[config.mk]
export PLATFORM = sky130hd
export DESIGN_NAME = pipe_hazard_ctrl
export DESIGN_NICKNAME = d
export VERILOG_FILES = /design/src/rtl/pipe_hazard_ctrl_pkg.sv /design/src/rtl/pipe_hazard_ctrl_detect.sv /design/src/rtl/pipe_hazard_ctrl.sv
export SDC_FILE = /design/constraint.sdc
export NUM_CORES = 1
export LEC_CHECK = 0
export BUFFER_PORTS_ARGS = -buffer_cell sky130_fd_sc_hd__buf_2
export CAP_MARGIN = 20
export CORE_MARGIN = 1
export CORE_UTILIZATION = 48
export CTS_CLUSTER_SIZE = 16
export DETAILED_ROUTE_END_ITERATION = 16
export GPL_ROUTABILITY_DRIVEN = 0
export PLACE_DENSITY = 0.73
export SYNTH_ARGS = -nofsm -noshare
export SYNTH_HDL_FRONTEND = slang
export SYNTH_SLANG_ARGS = --single-unit
[constraint.sdc]
create_clock -name clk -period 2.9 [get_ports clk]
set_input_delay 0.145 -clock clk [delete_from_list [all_inputs] [get_ports clk]]
set_output_delay 0.145 -clock clk [all_outputs]
set_load 0.02 [all_outputs]
[src/rtl/pipe_hazard_ctrl_pkg.sv]
// Shared constants for the pipeline hazard sequencer.
// State encoding and the default register index width.
package pipe_hazard_ctrl_pkg;

  localparam int HZ_REG_IDX_W = 5;

  typedef enum logic [1:0] {
    HZ_RUN    = 2'd0,
    HZ_WAIT   = 2'd1,
    HZ_RESUME = 2'd2
  } hz_state_e;

endpackage

[src/rtl/pipe_hazard_ctrl_detect.sv]
// Load-use compare between the D-stage sources and the E-stage load.
// Purely combinational; x0 never creates a hazard.
module hazard_detect
  import pipe_hazard_ctrl_pkg::*;
#(
  parameter int REG_IDX_W = HZ_REG_IDX_W
) (
  input  logic [REG_IDX_W-1:0] d_rs1_idx_i,
  input  logic [REG_IDX_W-1:0] d_rs2_idx_i,
  input  logic                 d_use_rs1_i,
  input  logic                 d_use_rs2_i,
  input  logic [REG_IDX_W-1:0] e_rd_idx_i,
  input  logic                 e_is_load_i,
  output logic                 load_use_o
);

  logic hit1, hit2;

  assign hit1 = d_use_rs1_i & (d_rs1_idx_i == e_rd_idx_i);
  assign hit2 = d_use_rs2_i & (d_rs2_idx_i == e_rd_idx_i);

  assign load_use_o = e_is_load_i & (e_rd_idx_i != '0)
                    & (hit1 | hit2);

endmodule

[src/rtl/pipe_hazard_ctrl.sv]
// Hazard sequencer: stall/jb/stop/PReady with miss freeze and watchdog.
// Define HAZARD_PERF_CNT_EN to add the perf counter outputs.
module pipe_hazard_ctrl
  import pipe_hazard_ctrl_pkg::*;
#(
  parameter int REG_IDX_W    = HZ_REG_IDX_W,
  parameter int WAIT_TIMEOUT = 1024,
  parameter int WCNT_W       = 11
) (
  input  logic                 clk,
  input  logic                 rst,
  input  logic [REG_IDX_W-1:0] d_rs1_idx,
  input  logic [REG_IDX_W-1:0] d_rs2_idx,
  input  logic                 d_use_rs1,
  input  logic                 d_use_rs2,
  input  logic [REG_IDX_W-1:0] e_rd_idx,
  input  logic                 e_is_load,
  input  logic                 e_jb_taken,
  input  logic                 imem_busy,
  input  logic                 dmem_busy,
`ifdef HAZARD_PERF_CNT_EN
  output logic [31:0]          perf_stop_cycles,
  output logic [31:0]          perf_stall_cycles,
  output logic [31:0]          perf_flush_cnt,
`endif
  output logic                 stall,
  output logic                 jb,
  output logic                 stop,
  output logic                 PReady,
  output logic                 mem_timeout
);

  localparam logic [WCNT_W-1:0] CNT_MAX =
    WCNT_W'(WAIT_TIMEOUT);
  localparam logic [WCNT_W-1:0] CNT_HIT =
    WCNT_W'(WAIT_TIMEOUT - 1);

  hz_state_e         state_q, state_d;
  logic              pend_stall_q, pend_stall_d;
  logic              pend_jb_q, pend_jb_d;
  logic [WCNT_W-1:0] wait_cnt_q, wait_cnt_d;
  logic              mem_timeout_q;
  logic              load_use, busy, to_hit;
  logic              stall_c, jb_c, stop_c, pready_c;

  hazard_detect #(
    .REG_IDX_W (REG_IDX_W)
  ) u_detect (
    .d_rs1_idx_i (d_rs1_idx),
    .d_rs2_idx_i (d_rs2_idx),
    .d_use_rs1_i (d_use_rs1),
    .d_use_rs2_i (d_use_rs2),
    .e_rd_idx_i  (e_rd_idx),
    .e_is_load_i (e_is_load),
    .load_use_o  (load_use)
  );

  assign busy = imem_busy | dmem_busy;

  always_comb begin
    state_d      = state_q;
    pend_stall_d = pend_stall_q;
    pend_jb_d    = pend_jb_q;
    wait_cnt_d   = wait_cnt_q;
    stall_c      = 1'b0;
    jb_c         = 1'b0;
    stop_c       = 1'b0;
    pready_c     = 1'b0;
    to_hit       = 1'b0;
    unique case (state_q)
      HZ_WAIT: begin
        stop_c       = 1'b1;
        pend_stall_d = pend_stall_q | load_use;
        pend_jb_d    = pend_jb_q | e_jb_taken;
        to_hit       = (wait_cnt_q == CNT_HIT);
        if (wait_cnt_q != CNT_MAX)
          wait_cnt_d = wait_cnt_q + 1'b1;
        if (!busy) begin
          state_d    = HZ_RESUME;
          wait_cnt_d = '0;
        end
      end
      HZ_RESUME: begin
        stop_c = busy;
        if (busy) begin
          // A new miss on the resume cycle keeps the owed decisions.
          state_d      = HZ_WAIT;
          pend_stall_d = pend_stall_q | load_use;
          pend_jb_d    = pend_jb_q | e_jb_taken;
        end else begin
          pready_c     = 1'b1;
          jb_c         = pend_jb_q | e_jb_taken;
          stall_c      = (pend_stall_q | load_use) & ~jb_c;
          pend_stall_d = 1'b0;
          pend_jb_d    = 1'b0;
          state_d      = HZ_RUN;
        end
      end
      default: begin
        stop_c = busy;
        if (busy) begin
          state_d      = HZ_WAIT;
          pend_stall_d = load_use;
          pend_jb_d    = e_jb_taken;
        end else begin
          jb_c    = e_jb_taken;
          stall_c = load_use & ~e_jb_taken;
        end
      end
    endcase
  end

  always_ff @(posedge clk) begin
    if (rst) begin
      state_q       <= HZ_RUN;
      pend_stall_q  <= 1'b0;
      pend_jb_q     <= 1'b0;
      wait_cnt_q    <= '0;
      mem_timeout_q <= 1'b0;
    end else begin
      state_q       <= state_d;
      pend_stall_q  <= pend_stall_d;
      pend_jb_q     <= pend_jb_d;
      wait_cnt_q    <= wait_cnt_d;
      mem_timeout_q <= mem_timeout_q | to_hit;
    end
  end

  assign stall       = ~rst & stall_c;
  assign jb          = ~rst & jb_c;
  assign stop        = ~rst & stop_c;
  assign PReady      = ~rst & pready_c;
  assign mem_timeout = ~rst & (mem_timeout_q | to_hit);

`ifdef HAZARD_PERF_CNT_EN
  always_ff @(posedge clk) begin
    if (rst) begin
      perf_stop_cycles  <= '0;
      perf_stall_cycles <= '0;
      perf_flush_cnt    <= '0;
    end else begin
      if (stop && perf_stop_cycles != '1)
        perf_stop_cycles <= perf_stop_cycles + 1'b1;
      if (stall && perf_stall_cycles != '1)
        perf_stall_cycles <= perf_stall_cycles + 1'b1;
      if (jb && perf_flush_cnt != '1)
        perf_flush_cnt <= perf_flush_cnt + 1'b1;
    end
  end
`endif

endmodule

=== Word level (Yosys, flattened, before mapping) ===
Cells that the tools add are included.

* Input port bits: 23
* Register bits: 16
* Word-level logic and storage cells: 59
* Output and inout port bits: 5

* Bitwise logic cells: 19
* Muxes and demuxes: 22
* Reduce and logical (&&, ||, !) cells: 4
* Equality and inequality tests: 8
* $add $sub $neg: 1

{| class="wikitable"
|+ Operators with widths
! kind !! number
|-
| 11-bit 2-to-1 mux || 2
|-
| 1-bit 2-to-1 mux || 13
|-
| 11-bit by 1-bit adder with 11-bit output, second input constant || 1
|-
| 1-bit bitwise AND || 11
|-
| 11-bit by 10-bit == test with 1-bit output, second input constant || 1
|-
| 11-bit inequality test, second input constant || 1
|-
| 5-bit == test || 2
|-
| 1-bit case mux with 2 select lines || 4
|-
| 1-bit OR || 5
|-
| 5-bit nonzero test || 1
|-
| 2-bit 2-to-1 mux || 2
|-
| 2-bit case mux with 2 select lines || 1
|-
| 2-bit AND reduction || 2
|-
| 1-bit inverter || 3
|-
| 3-bit nonzero test || 1
|-
| 2-bit by 1-bit == test with 1-bit output, second input constant || 1
|-
| 2-bit == test, second input constant || 1
|-
| 2-bit by 1-bit inequality test with 1-bit output, second input constant || 1
|-
| 2-bit inequality test, second input constant || 1
|}

=== Depth between registers and ports, before layout ===
* Depth in word-level cells: 9
* Depth in mapped cells: 6
* Depth with buffers taken out: 6

=== Cells and area by module ===
Synthesis repeated with hierarchy kept, for this count alone.

* Cell total of the unflattened synthesis: 137
* Area, all modules: 1136.1 µm²

{| class="wikitable"
|+ Modules (own cells, without submodules)
! module !! area an instance (µm²) !! seq. area each (µm²) !! times used !! cells each
|-
| pipe_hazard_ctrl || 1002.2 || 320.3 || 1 || 120
|-
| hazard_detect || 133.9 || 0.0 || 1 || 17
|}

=== Worst setup path before layout ===
No wires, ideal clock.

* Path type: register to output
* Start point: reg state_q[0]
* End point: out stall
* Buffers on the path: 0
* Data arrival time: 1.595 ns
* Setup slack: 1.160 ns
* Data required time: 2.755 ns
* Stages on the path, launching flop included: 7
* Cell sequence: dfxtp_1 -> inv_1 -> ha_1 -> nor2b_1 -> o21ai_0 -> or2_2 -> o21ai_0

* Word-level cells in the longest chain between the ends: 3
* Elaborated cells between the ends (all ways): 4
* Classes of those cells: eq/ne (2); mux (1); bitwise (1)

{| class="wikitable"
|+ RTL lines
! what !! line !! text
|-
| from (decl) || pipe_hazard_ctrl.sv:38 || <nowiki>hz_state_e state_q, state_d;</nowiki>
|-
| from (signal assigned) || pipe_hazard_ctrl.sv:121 || <nowiki>state_q <= state_d;</nowiki>
|-
| 2-bit == test or 2-bit by 1-bit == test with 1-bit output (tied branches) || pipe_hazard_ctrl.sv:70 || <nowiki>unique case (state_q)</nowiki>
|-
| 1-bit case mux with 2 select lines * || pipe_hazard_ctrl.sv:70 ||
|-
| 1-bit bitwise AND * || pipe_hazard_ctrl.sv:129 || <nowiki>assign stall = ~rst & stall_c;</nowiki>
|-
| to (decl) || pipe_hazard_ctrl.sv:26 || <nowiki>output logic stall,</nowiki>
|}

Mark *: on every way between the ends. The rest lies on a longest branch, timed or not.

=== Worst setup path after layout ===
* Start point: reg state_q[1]
* End point: out mem_timeout

* Word-level cells in the longest chain between the ends: 4

{| class="wikitable"
|+ RTL lines
! what !! line !! text
|-
| 2-bit by 1-bit == test with 1-bit output || pipe_hazard_ctrl.sv:70 ||
|-
| 1-bit 2-to-1 mux || pipe_hazard_ctrl.sv:70 ||
|-
| 1-bit OR || pipe_hazard_ctrl.sv:133 || <nowiki>assign mem_timeout = ~rst & (mem_timeout_q | to_hit);</nowiki>
|-
| 1-bit bitwise AND || pipe_hazard_ctrl.sv:133 ||
|-
| to (decl) || pipe_hazard_ctrl.sv:30 || <nowiki>output logic mem_timeout</nowiki>
|}

No other way between the ends.

==> impl_metrics.env <==
export IMPL_fin_crit_ps=2150
export IMPL_root_buffer="clkbuf_4"
export IMPL_io_buffer_count=27
export IMPL_hold_path_class="input port to register"
export IMPL_core_area_mm2=0.00204
export IMPL_report_final_slew_viol_count=0
export IMPL_yosysTopAreaCell="dfxtp_1"
export IMPL_worst_ep_required_time_ps=2760
export IMPL_synth_edff_count=0
export IMPL_cts_resized=0
export IMPL_clock_sinks=16
export IMPL_grt_pass1_vias=943
export IMPL_numCtsBuffers=3
export IMPL_synthArstFlopShare_pct=0
export IMPL_ys_ff_latch=16
export IMPL_synthAdderAreaFrac_pct=4.59
export IMPL_regArea_um2=320
export IMPL_die_w_um=49.7
export IMPL_fin_crit_sh_pct=74.0
export IMPL_drive_gt1_share_pct=29.1
export IMPL_final_nets=187
export IMPL_yosysSeqAreaShare_pct=29.4
export IMPL_wl_per_cell_um=12.1
export IMPL_grt_pass1_wl_um=3910
export IMPL_cp_start_kind="register"
export IMPL_synth_distinct_cells=40
export IMPL_dp_hpwl_um=1740
export IMPL_die_y_um=49.7
export IMPL_routed_wl_um=2240
export IMPL_post_cts_buffers=0
export IMPL_power_w=0.000438
export IMPL_avgSynthCellArea_um2=8.26
export IMPL_cts_hold_buf=0
export IMPL_dpl_cell_count=182
export IMPL_n_fill_cell=193
export IMPL_viasPerCell=5.68
export IMPL_io_pins=28
export IMPL_start_util_pct=53.4
export IMPL_rrSetupSlack_ps=930
export IMPL_grt_max_degree=17
export IMPL_htree_levels=1
export IMPL_cts_buffer_depth=2
export IMPL_insertion_delay_ps=280
export IMPL_crit_family="adder cells"
export IMPL_worst_path_max_fanout=16
export IMPL_cp_end_kind="output port"
export IMPL_yosys_top_cells_count="dfxtp_1, a21oi_1, nor2_1"
export IMPL_drtPass1Iterations=4
export IMPL_slew_headroom_pct=49.9
export IMPL_power_leakage_nw=0.490
export IMPL_setup_violations=0
export IMPL_synth_compound_area_share_pct=20.3
export IMPL_synthXorXnorAreaFrac_pct=11.3
export IMPL_grt_overflow_total=0
export IMPL_drc=0
export IMPL_dieArea_mm2=0.00247
export IMPL_multi_input_area_um2=713
export IMPL_ys_warn_count=0
export IMPL_cap_violations=0
export IMPL_worstPathCellList="inv_1 -> ha_1 -> or3b_2 -> a21oi_1 -> buf_2"
export IMPL_netlist_top_cells_area="dfxtp_1, xor2_1, a21oi_1"
export IMPL_netlist_area_mm2=0.00109
export IMPL_track_usage_pct=20.3
export IMPL_crit_buf_inv=2
export IMPL_vdd_ir_drop_max_mv=0.282
export IMPL_fmax_mhz=466
export IMPL_synth_top_area_share_pct=29.4
export IMPL_path_class="register to output port"
export IMPL_finClkSkew_ps=5.35
export IMPL_yosysMostFrequentCell="dfxtp_1"
export IMPL_core_rowCount=16
export IMPL_worst_slew_pin_slew_ps=748
export IMPL_path_clk_slew_ps=80
export IMPL_yosys_area_share_simple_pct=29.3
export IMPL_vias=1050
export IMPL_syn_inst=132
export IMPL_tritoncts="yes"
export IMPL_status="complete, no violations"
export IMPL_drt_iter0_drc=21
export IMPL_drtAntennaViolNets=0
export IMPL_area_delta_synth_final_pct=14.8
export IMPL_final_cell_count_no_fill=185
export IMPL_synth_fp_nets=159
export IMPL_cp_arrival_ps=2000
export IMPL_synth_area_mux_share_pct=0
export IMPL_tns_ps=0
export IMPL_slowest_delay_ps=510
export IMPL_power_density_mw_per_mm2=350
export IMPL_slowest_stage="ha_1"
export IMPL_synthFlopType="dfxtp_1"
export IMPL_grt_setup_unrepaired="false"
export IMPL_hold_viol_final=0
export IMPL_synth_top_family_by_area="simple AND/OR/NAND/NOR gates"
export IMPL_antenna_found_initial=0
export IMPL_n_antenna_cell=0
-- cell usage in the layout (no fill, tap or decap), types with 2 or more instances in the layout --
cell type   n
nand2_1     7
o21ai_1     2
or4_2       2
ha_1        4
or2_2       3
a32oi_1     2
or3_1       2
inv_1       7
a21oi_2     2
xor2_1     11
nor4_1      4
clkbuf_4    3
xnor2_1     3
o21ai_0     7
nand4_1     7
nand2b_1    2
a21oi_1    13
or3_2       3
or3b_2      2
dfxtp_1    16
nor2_1     12
buf_2      27
-- metrics by stage --
step / instance area [um2] / worst slack [ps] / utilization (%) / hold slack (ps)
finish: 1250 / 754 / 61.3 / 211
global route: 1250 / 607 / 61.3 / 212
CTS: 1250 / 754 / 61.3 / 206
detailed placement: 1230 / 961 / 60.2 / 452
global placement: 1230 / 1030 / 60.2 / 439
floorplan: 1090 / 1160 / - / 262
-- final timing paths --
kind	depth (start not counted)	end	from
max reg2reg	5	wait_cnt_q[10]$_SDFFE_PP0P_	state_q[1]$_SDFFE_PP0P_
min	2	state_q[0]$_SDFFE_PP0P_	rst
max	5	mem_timeout	state_q[1]$_SDFFE_PP0P_
min reg2reg	2	mem_timeout_q$_SDFF_PP0_	mem_timeout_q$_SDFF_PP0_
-- per-layer routing --
| metal | vias to the layer above | GRT usage, % | wire length, um |
|---|---|---|---|
| li1 | 534 | - | - |
| met1 | 484 | 26.0 | 1040 |
| met2 | 28 | 34.2 | 1070 |
| met3 | 4 | 4.63 | 111 |
| met4 | 0 | 4.29 | 22 |
| met5 | - | 0 | 0 |
-- registers in the layout, indices dropped and copies added (netlist names) --
name / cells
mem_timeout_q: 1
wait_cnt_q: 11
state_q: 2
pend_stall_q: 1
pend_jb_q: 1
-- report_power, final --
group | switching [W] | internal (W)
logic | 0.0000544 | 0.0000416
registers | 0.00000470 | 0.000225
clock network | 0.0000640 | 0.0000481
total | 0.000123 | 0.000315
-- cell families after synthesis --
kind of cell / Yosys count
buf+inv: 11
fa+ha+maj: 4
flops: 16
xor+xnor: 14
compound gates: 33
simple gates: 54
-- area by class of cell --
cell class / instances / share of cell area, %
clock buffers: 3 / 1.80
inverters: 7 / 2.10
multi-input cells: 105 / 57.0
flip-flops and latches: 16 / 25.6
well taps: 27 / 2.70
repair buffers: 27 / 10.8
No activity file was read; power rests on OpenSTA's default activity.
